<file path="src/rtl/div_sequencer.sv">
// div_sequencer: multi-cycle RV32M DIV/DIVU/REM/REMU sequencer (radix-2 restoring)
// that holds the pipeline via stall until the quotient or remainder is ready.
module div_sequencer (
    input  logic        clk,
    input  logic        rst,
    input  logic        start,
    input  logic [2:0]  func3,
    input  logic [31:0] op_a,
    input  logic [31:0] op_b,
    input  logic        flush,
    output logic        stall,
    output logic        busy,
    output logic        done,
    output logic [31:0] result
);
    typedef enum logic [1:0] {IDLE, CALC, DONE} state_t;
    state_t state, next_state;
    logic [31:0] dvd, dvs, rem, abs_a, abs_b, q_fin, r_fin;
    logic [32:0] rem_sh, diff;
    logic [4:0]  count;
    logic        neg_q, neg_r, is_rem, acc, sgn, div_zero, ovf;
    assign acc      = start & func3[2] & ~flush;
    assign sgn      = ~func3[0];
    assign div_zero = (op_b == '0);
    assign ovf      = sgn & (op_a == 32'h8000_0000) & (op_b == '1);
    assign abs_a    = (sgn & op_a[31]) ? -op_a : op_a;
    assign abs_b    = (sgn & op_b[31]) ? -op_b : op_b;
    // The dividend register doubles as the quotient: bits shift out the top as quotient bits shift in.
    assign rem_sh   = {rem, dvd[31]};
    assign diff     = rem_sh - {1'b0, dvs};
    assign q_fin    = {dvd[30:0], ~diff[32]};
    assign r_fin    = diff[32] ? rem_sh[31:0] : diff[31:0];
    always_ff @(posedge clk) begin
        if (rst) begin
            state <= IDLE;
            busy  <= 1'b0;
            done  <= 1'b0;
        end else begin
            state <= next_state;
            busy  <= next_state != IDLE;
            done  <= next_state == DONE;
        end
    end
    always_comb begin
        next_state = flush ? IDLE :
                     state == IDLE ? (acc ? ((div_zero | ovf) ? DONE : CALC) : IDLE) :
                     state == CALC ? ((count == 5'd31) ? DONE : CALC) : IDLE;
    end
    always_comb begin
        stall = ~rst & ~flush & (((state == IDLE) & start & func3[2]) | (state == CALC));
    end
    always_ff @(posedge clk) begin
        if (rst) begin
            dvd    <= '0;
            dvs    <= '0;
            rem    <= '0;
            count  <= '0;
            neg_q  <= 1'b0;
            neg_r  <= 1'b0;
            is_rem <= 1'b0;
            result <= '0;
        end else if (state == IDLE && acc) begin
            if (div_zero) begin
                result <= func3[1] ? op_a : '1;
            end else if (ovf) begin
                result <= func3[1] ? '0 : 32'h8000_0000;
            end else begin
                dvd    <= abs_a;
                dvs    <= abs_b;
                rem    <= '0;
                count  <= '0;
                neg_q  <= sgn & (op_a[31] ^ op_b[31]);
                neg_r  <= sgn & op_a[31];
                is_rem <= func3[1];
            end
        end else if (state == CALC && !flush) begin
            rem   <= r_fin;
            dvd   <= q_fin;
            count <= count + 5'd1;
            if (count == 5'd31)
                result <= is_rem ? (neg_r ? -r_fin : r_fin) : (neg_q ? -q_fin : q_fin);
        end
    end
endmodule
</file>
<file path="config.mk">
export PLATFORM = sky130hd
export DESIGN_NAME = div_sequencer
export DESIGN_NICKNAME = d
export VERILOG_FILES = /design/src/rtl/div_sequencer.sv
export SDC_FILE = /design/constraint.sdc
export NUM_CORES = 1
export LEC_CHECK = 0
export ABC_CLOCK_PERIOD_IN_PS = 12100
export CAP_MARGIN = 20
export CORE_MARGIN = 2
export CORE_UTILIZATION = 28
export CTS_BUF_LIST = sky130_fd_sc_hd__clkbuf_8 sky130_fd_sc_hd__clkbuf_16
export CTS_CLUSTER_DIAMETER = 30
export CTS_CLUSTER_SIZE = 30
export DETAILED_ROUTE_END_ITERATION = 8
export GPL_TIMING_DRIVEN = 0
export HOLD_SLACK_MARGIN = 0.1
export PLACE_DENSITY = 0.43
export SKIP_LAST_GASP = 1
export SYNTH_ARGS = -nofsm -noshare
export SYNTH_HDL_FRONTEND = slang
export SYNTH_SLANG_ARGS = --single-unit
</file>
<file path="constraint.sdc">
create_clock -name clk -period 12.1 [get_ports clk]
set_input_delay 1.815 -clock clk [delete_from_list [all_inputs] [get_ports clk]]
set_output_delay 1.815 -clock clk [all_outputs]
set_load 0.05 [all_outputs]
</file>
==> results of run 1 <==
==> registers in the layout (all words and copies together) (netlist names) <==
signal / flops
dvd: 32
dvs: 32
rem: 32
result: 32
count: 5
state: 2
busy: 1
done: 1
is_rem: 1
neg_q: 1
neg_r: 1
==> placed cells by master, fill, tap and decap left out, types with 6 or more instances in the layout <==
master,netlist,layout
nor3_1,71,71
inv_1,60,60
nand2_1,98,98
o211ai_1,8,8
a211oi_1,88,88
o221ai_1,14,14
clkdlybuf4s50_1,0,104
ha_1,39,39
o21a_1,11,11
or4_1,9,9
a22oi_1,14,14
o22ai_1,12,12
o41ai_1,9,9
a21oi_1,145,145
nor2_1,265,265
and2_1,7,7
a21oi_2,6,6
xnor2_1,66,66
a31oi_1,9,9
buf_2,29,29
nand4_1,17,17
nand3_1,16,16
o31ai_1,36,36
or3_1,16,16
a21o_1,8,8
mux2i_1,32,32
dfxtp_1,140,140
clkbuf_16,0,17
clkbuf_1,72,72
nor2b_1,34,34
nor4_1,18,17
mux2_2,8,8
xor2_1,67,67
o21ai_0,73,73
==> cell families (layout without fill, tap and decap cells) <==
group,count (synthesis),after routing,synth area share
flip-flops,140,140,0.241
AO/OA/AOI/OAI,493,493,0.284
buffers and inverters,168,305,0.0597
adder cells (fa/ha/maj),40,40,0.0436
XOR/XNOR,133,133,0.100
AND/OR/NAND/NOR,585,585,0.235
multiplexers,41,41,0.0365
==> area by class of cell <==
cell class | instances | area, um2
timing repair buffer | 107 | 1060
buffer | 107 | 464
fill | 4521 | 27000
clock buffer | 17 | 425
multi-input combinational | 1292 | 8160
inverter | 61 | 231
tap | 532 | 666
sequential | 140 | 2800
clock inverter | 13 | 121
==> worst register-to-register path, cell delays in order, from the launching register on <==
cell and delay (ns):
dfxtp_1 0.45, inv_1 0.08, ha_1 0.31, buf_2 0.18, a21oi_2 0.17, o21ai_1 0.10, o221a_2 0.29, or4b_1 0.56
o211ai_2 0.34, nor2_8 0.10, inv_4 0.15, buf_2 0.30, buf_1 0.64, nor2_1 0.09, a21oi_1 0.26, ha_1 0.25
inv_1 0.14, nor3_1 0.21, a32oi_1 0.31, or3_1 0.49, o31ai_1 0.32, xor2_1 0.20, o21ai_0 0.11, a21o_1 0.16
==> final timing paths <==
path / depth (start not counted) / start / endpoint / slack (ns)
max: 23 / dvs[23] / result[30] / 5.77
min: 2 / result[15] / result[15] / 0.46
max reg2reg: 23 / dvs[23] / result[30] / 5.77
min reg2reg: 2 / result[15] / result[15] / 0.46
==> routing by layer <==
| layer | GRT usage | part of all wire | vias up |
|---|---|---|---|
| met2 | 0.360 | 0.45 | 356 |
| met1 | 0.320 | 0.49 | 5952 |
| met3 | 0.0340 | 0.053 | 38 |
| li1 | - | - | 6042 |
| met5 | 0 | 0 | - |
| met4 | 0.0504 | 0.012 | 0 |
==> stage by stage <==
stage	hold slack [ns]	util	worst slack, ns	instances
after global placement	0.453	0.326	5.71	2236
after CTS	0.461	0.340	5.88	2269
after global routing	0.478	0.340	5.51	2269
after detailed placement	0.453	0.327	5.70	2239
final	0.458	0.340	5.77	2269
after floorplan	0.465	-	6.60	1600
==> power breakdown <==
part	switching [W]	internal (W)	total [W]	leakage, nW
clock	0.000234	0.000281	0.000515	0.254
combinational	0.000237	0.000127	0.000364	3.60
sequential	0.00000646	0.000469	0.000475	1.13
==> flow_summary_export.csv, run 1 <==
group,metric,value,unit
cells_and_area,drive_above_1_share,0.0628,
route,post-route-drc-count,0,
sta,setup_viol,0,
floorplan,start_util,0.285,
route,routed_via_density,5.46,
sta,fmax,0.158,GHz
synth,synth_top_area_share,0.241,
power_and_ir_drop,leakage,4.98,nW
synth,synth_nets,1711,
worst_setup_path,crit_family,"compound AO/OA/AOI/OAI gates",
clocking,post_cts.repair.setup_buffers,0,
worst_setup_path,crit_buf_inv,6,
route,wl,49100,um
global_routing,grt_pass1_vias,12000,
floorplan,die_area,0.0432,mm2
synth,yosysMostFrequentCell,"nor2_1",
worst_setup_path,worstSetupPathType,"reg2reg",
synth,yosysWarnings,0,
synth,synth_ff_type,"dfxtp_1",
sta,setup-tns-final,0,ns
worst_setup_path,crit_chain,"inv_1 > ha_1 > buf_2 > a21oi_2 > o21ai_1 > o221a_2 > or4b_1 > o211ai_2 > nor2_8 > inv_4 > buf_2 > buf_1 > nor2_1 > a21oi_1 > ha_1 > inv_1 > nor3_1 > a32oi_1 > or3_1 > o31ai_1 > xor2_1 > o21ai_0 > a21o_1",
synth,synthDominantAreaCellType,"dfxtp_1",
sta,worst_pin_slew,1.09,ns
synth,ys_seq_area_frac,0.241,
sta,max-slew-margin-rel,0.269,
clocking,holdBufCountCts,0,
route,ant_nets,0,
sta,finalCritPeriodShare,0.523,
floorplan,rows,74,
global_routing,grt_max_degree,17,
global_routing,antenna_found_initial,0,
clocking,cts.path.max_buffers,2,
synth,ys_types,85,
job,cap_violations,0,
synth,synth_area,0.0116,mm2
synth,syn_area_per_cell,7.28,um2
worst_setup_path,cp_slowest_cell,"buf_1",
cells_and_area,post-route-cell-area,0.0139,mm2
route,wl_per_cell,21.7,um
floorplan,ios,106,
synth,synth-async-reset-ratio,0,
route,firstDrtPassIters,5,
clocking,root_buffer,"clkbuf_16",
worst_setup_path,required,12.46,ns
synth,yosys-top-cells-count,"nor2_1 (265), a21oi_1 (145), dfxtp_1 (140), nand2_1 (98), a211oi_1 (88)",
clocking,cts_buffers,17,
cells_and_area,fin_nets,1837,
worst_setup_path,startpoint_type,"flip-flop",
power_and_ir_drop,peakVddDrop,0.101,mV
worst_setup_path,worstPathArrival,6.68,ns
sta,period_minus_slack,6.33,ns
sta,skew,0.0192,ns
floorplan,fp.dieW,208,um
placement,gp_congestion,0.919,
worst_setup_path,cpPeakStageDelay,0.64,ns
global_routing,grtUsageTotal,0.226,
floorplan,die_h,208,um
route,drtIter0Drc,1004,
placement,place_hpwl,39300,um
sta,rsz0062_at_grt,"false",
worst_setup_path,crit_path_end_kind,"flip-flop",
outcome,status,"completed",
cells_and_area,diodes,0,
cells_and_area,syn2layout_area_growth,19.6,%
sta,finalHoldViolCount,0,
synth,netlist_top_cells_area,"dfxtp_1 (24%), nor2_1 (8.5%), a21oi_1 (6.2%)",
synth,synth-seq-cells,140,
placement,dpl_cell_area,0.0134,mm2
power_and_ir_drop,total_power,0.00135,W
floorplan,coreArea,0.0409,mm2
clocking,path_clk_slew,0.07,ns
placement,io_buffers,104,
global_routing,grt_pass1_wl,75200,um
global_routing,grt-ovfl-total,0,
worst_setup_path,cp_max_fo,10,
route,via_count,12400,
clocking,ctsResizeCount,0,
clocking,insertion_delay,0.47,ns
worst_hold_path,hold_path.class,"reg2reg",
synth,syn_inst,1600,
clocking,clock-sinks,140,
power_and_ir_drop,p_per_area,97.2,mW/mm2
clocking,cts_tree,"yes",
clocking,htreeDepth,4,
synth,synth_edf_count,0,
sta,report.final.slew_viol_count,0,
No activity file was read; power rests on OpenSTA's default activity.
==> run 2, diff against run 1 <==
Settings changed: ABC_CLOCK_PERIOD_IN_PS 12100 to 6100.
Clock period 12.1 ns to 6.1 ns, I/O delays scaled along.
==> run 2 against run 1 <==
Via count increased by 0.31%. Combinational power increased by 100%. Core utilization increased by 0.061 points. Total power increased by 99%. Wire length increased by 0.17%. Global-route usage unchanged. Die area unchanged. Clock-buffer cell count unchanged. Critical path depth unchanged. Critical endpoint unchanged. Clock power increased by 98%. Hold slack about the same. Critical path type unchanged. Highest routed layer unchanged. Setup slack got worse by 5.4 ns.
==> flow_summary_export.csv, run 2 (same netlist as run 1, synthesis figures left out) <==
group,metric,value,unit
outcome,status,"completed",
worst_hold_path,hold_path.class,"reg2reg",
route,drt-met1-wl,23600,um
sta,holdWs,0.458,ns
power_and_ir_drop,total_power,0.00269,W
sta,max-slew-margin-rel,0.317,
route,post-route-drc-count,0,
route,wl_met3,2960,um
global_routing,grt_max_degree,17,
worst_setup_path,worstPathArrival,6.12,ns
route,drtIter0Drc,1055,
clocking,cts_tree,"yes",
route,wl_met2,22200,um
floorplan,coreArea,0.0409,mm2
worst_setup_path,cp_max_fo,10,
clocking,clock-sinks,140,
floorplan,die_h,208,um
placement,place_hpwl,39300,um
sta,fmax,0.174,GHz
placement,dpl_cell_area,0.0134,mm2
power_and_ir_drop,leakage,5.00,nW
clocking,insertion_delay,0.47,ns
sta,report.final.slew_viol_count,0,
floorplan,start_util,0.285,
worst_setup_path,cpPeakStageDelay,0.60,ns
floorplan,ios,106,
worst_setup_path,crit_chain,"inv_1 > ha_1 > buf_2 > a21oi_2 > o21ai_1 > o221a_2 > or4b_1 > o211ai_4 > nor2_8 > inv_4 > clkbuf_4 > buf_4 > nor2_1 > a21oi_1 > ha_1 > inv_1 > nor3_1 > a32oi_2 > or3_1 > o31ai_1 > xor2_1 > o21ai_0 > a21o_1",
cells_and_area,fillers,4519,
sta,worst_pin_slew,1.02,ns
sta,rsz0062_at_grt,"false",
cells_and_area,layout_common_cells,"nor2_1 (265), a21oi_1 (145), dfxtp_1 (140)",
worst_setup_path,crit_path_end_kind,"flip-flop",
worst_setup_path,cp_slowest_cell,"or4b_1",
route,firstDrtPassIters,5,
global_routing,antenna_found_initial,0,
route,routed_via_density,5.48,
cells_and_area,multi_input_area,0.00817,mm2
clocking,cts_buffers,17,
sta,finalCritPeriodShare,0.944,
clocking,cts.path.max_buffers,2,
route,ant_nets,0,
placement,io_buffers,104,
clocking,path_clk_slew,0.08,ns
worst_setup_path,worstSetupPathType,"reg2reg",
cells_and_area,fin_nets,1837,
global_routing,grtUsageTotal,0.226,
floorplan,die_area,0.0432,mm2
worst_setup_path,required,6.46,ns
sta,finalHoldViolCount,0,
power_and_ir_drop,peakVddDrop,0.199,mV
global_routing,grt_pass1_vias,12000,
worst_setup_path,ff2ff_path_depth,23,
power_and_ir_drop,p_per_area,193,mW/mm2
route,wl_per_cell,21.7,um
cells_and_area,regArea,0.00280,mm2
cells_and_area,drive_above_1_share,0.0639,
sta,period_minus_slack,5.76,ns
route,wl,49200,um
sta,skew,0.0186,ns
route,routed.top_layer,"met4",
route,via_count,12400,
cells_and_area,post-route-cell-area,0.0140,mm2
worst_hold_path,hold_depth,2,
worst_setup_path,startpoint_type,"flip-flop",
job,cap_violations,0,
global_routing,grt_pass1_wl,75200,um
cells_and_area,final_core_util,0.341,
clocking,htreeDepth,4,
clocking,root_buffer,"clkbuf_16",
cells_and_area,syn2layout_area_growth,19.8,%
cells_and_area,diodes,0,
clocking,post_cts.repair.setup_buffers,0,
floorplan,rows,74,
sta,setup_viol,0,
floorplan,fp.dieW,208,um
global_routing,grt-ovfl-total,0,
cells_and_area,mostFrequentLayoutCell,"nor2_1",
placement,gp_congestion,0.919,
[run 2: cell types whose count changed in the layout (fill, tap and decap cells not counted)]
cell	before	now
buf_2	29	27
clkbuf_4	0	2
a32oi_1	4	3
a32oi_2	0	1
buf_1	2	1
buf_4	5	6
o211ai_2	1	0
o211ai_4	0	1
[run 2: layer usage]
metal,global-route usage,vias up
met1,0.320,5980
met5,0,-
li1,-,6049
met4,0.0504,0
met3,0.0340,36
met2,0.360,361
[run 2: final timing paths]
path / endpoint / startpoint / slack (ns)
min reg2reg: result[15] / result[15] / 0.46
max reg2reg: result[30] / dvs[23] / 0.34
max: result[30] / dvs[23] / 0.34
min: result[15] / result[15] / 0.46
[run 2: area by class of cell]
cell class / instances / share of cell area
flip-flops and latches: 140 / 0.201
inverters: 61 / 0.0166
repair buffers: 107 / 0.0760
multi-input cells: 1292 / 0.586
clock buffers: 17 / 0.0305
plain buffers: 107 / 0.0339
clock inverters: 13 / 0.00870
well taps: 532 / 0.0477
[run 2: repair_timing]
item                                    4_1_cts  5_1_grt
hold buffers                                  0        0
endpoints found under the setup margin        2        5
hold endpoints to repair                      0        0
gates resized for setup                       1        6
[run 2: stage by stage]
step / TNS, ns / std cells / setup WS, ns
finish: 0 / 2269 / 0.343
global placement: -0.179 / 2236 / -0.106
CTS: 0 / 2269 / 0.159
global route: 0 / 2269 / 0.0813
floorplan: 0 / 1600 / 1.41
detailed placement: -0.189 / 2239 / -0.106
[run 2: power by group]
| group | internal [W] | leakage, nW | switching [W] |
|---|---|---|---|
| clock network | 0.000557 | 0.254 | 0.000466 |
| registers | 0.000930 | 1.13 | 0.0000128 |
| logic | 0.000255 | 3.62 | 0.000473 |
| total | 0.00174 | 5.00 | 0.000952 |
[run 2: critical path: cells and delay by family, from the launching register on]
kind | cells | cell delay (ns)
XOR/XNOR | 1 | 0.20
adder cells (fa/ha/maj) | 2 | 0.56
AO/OA/AOI/OAI | 9 | 1.90
AND/OR/NAND/NOR | 5 | 1.46
buffers and inverters | 6 | 1.07
flip-flops | 1 | 0.45
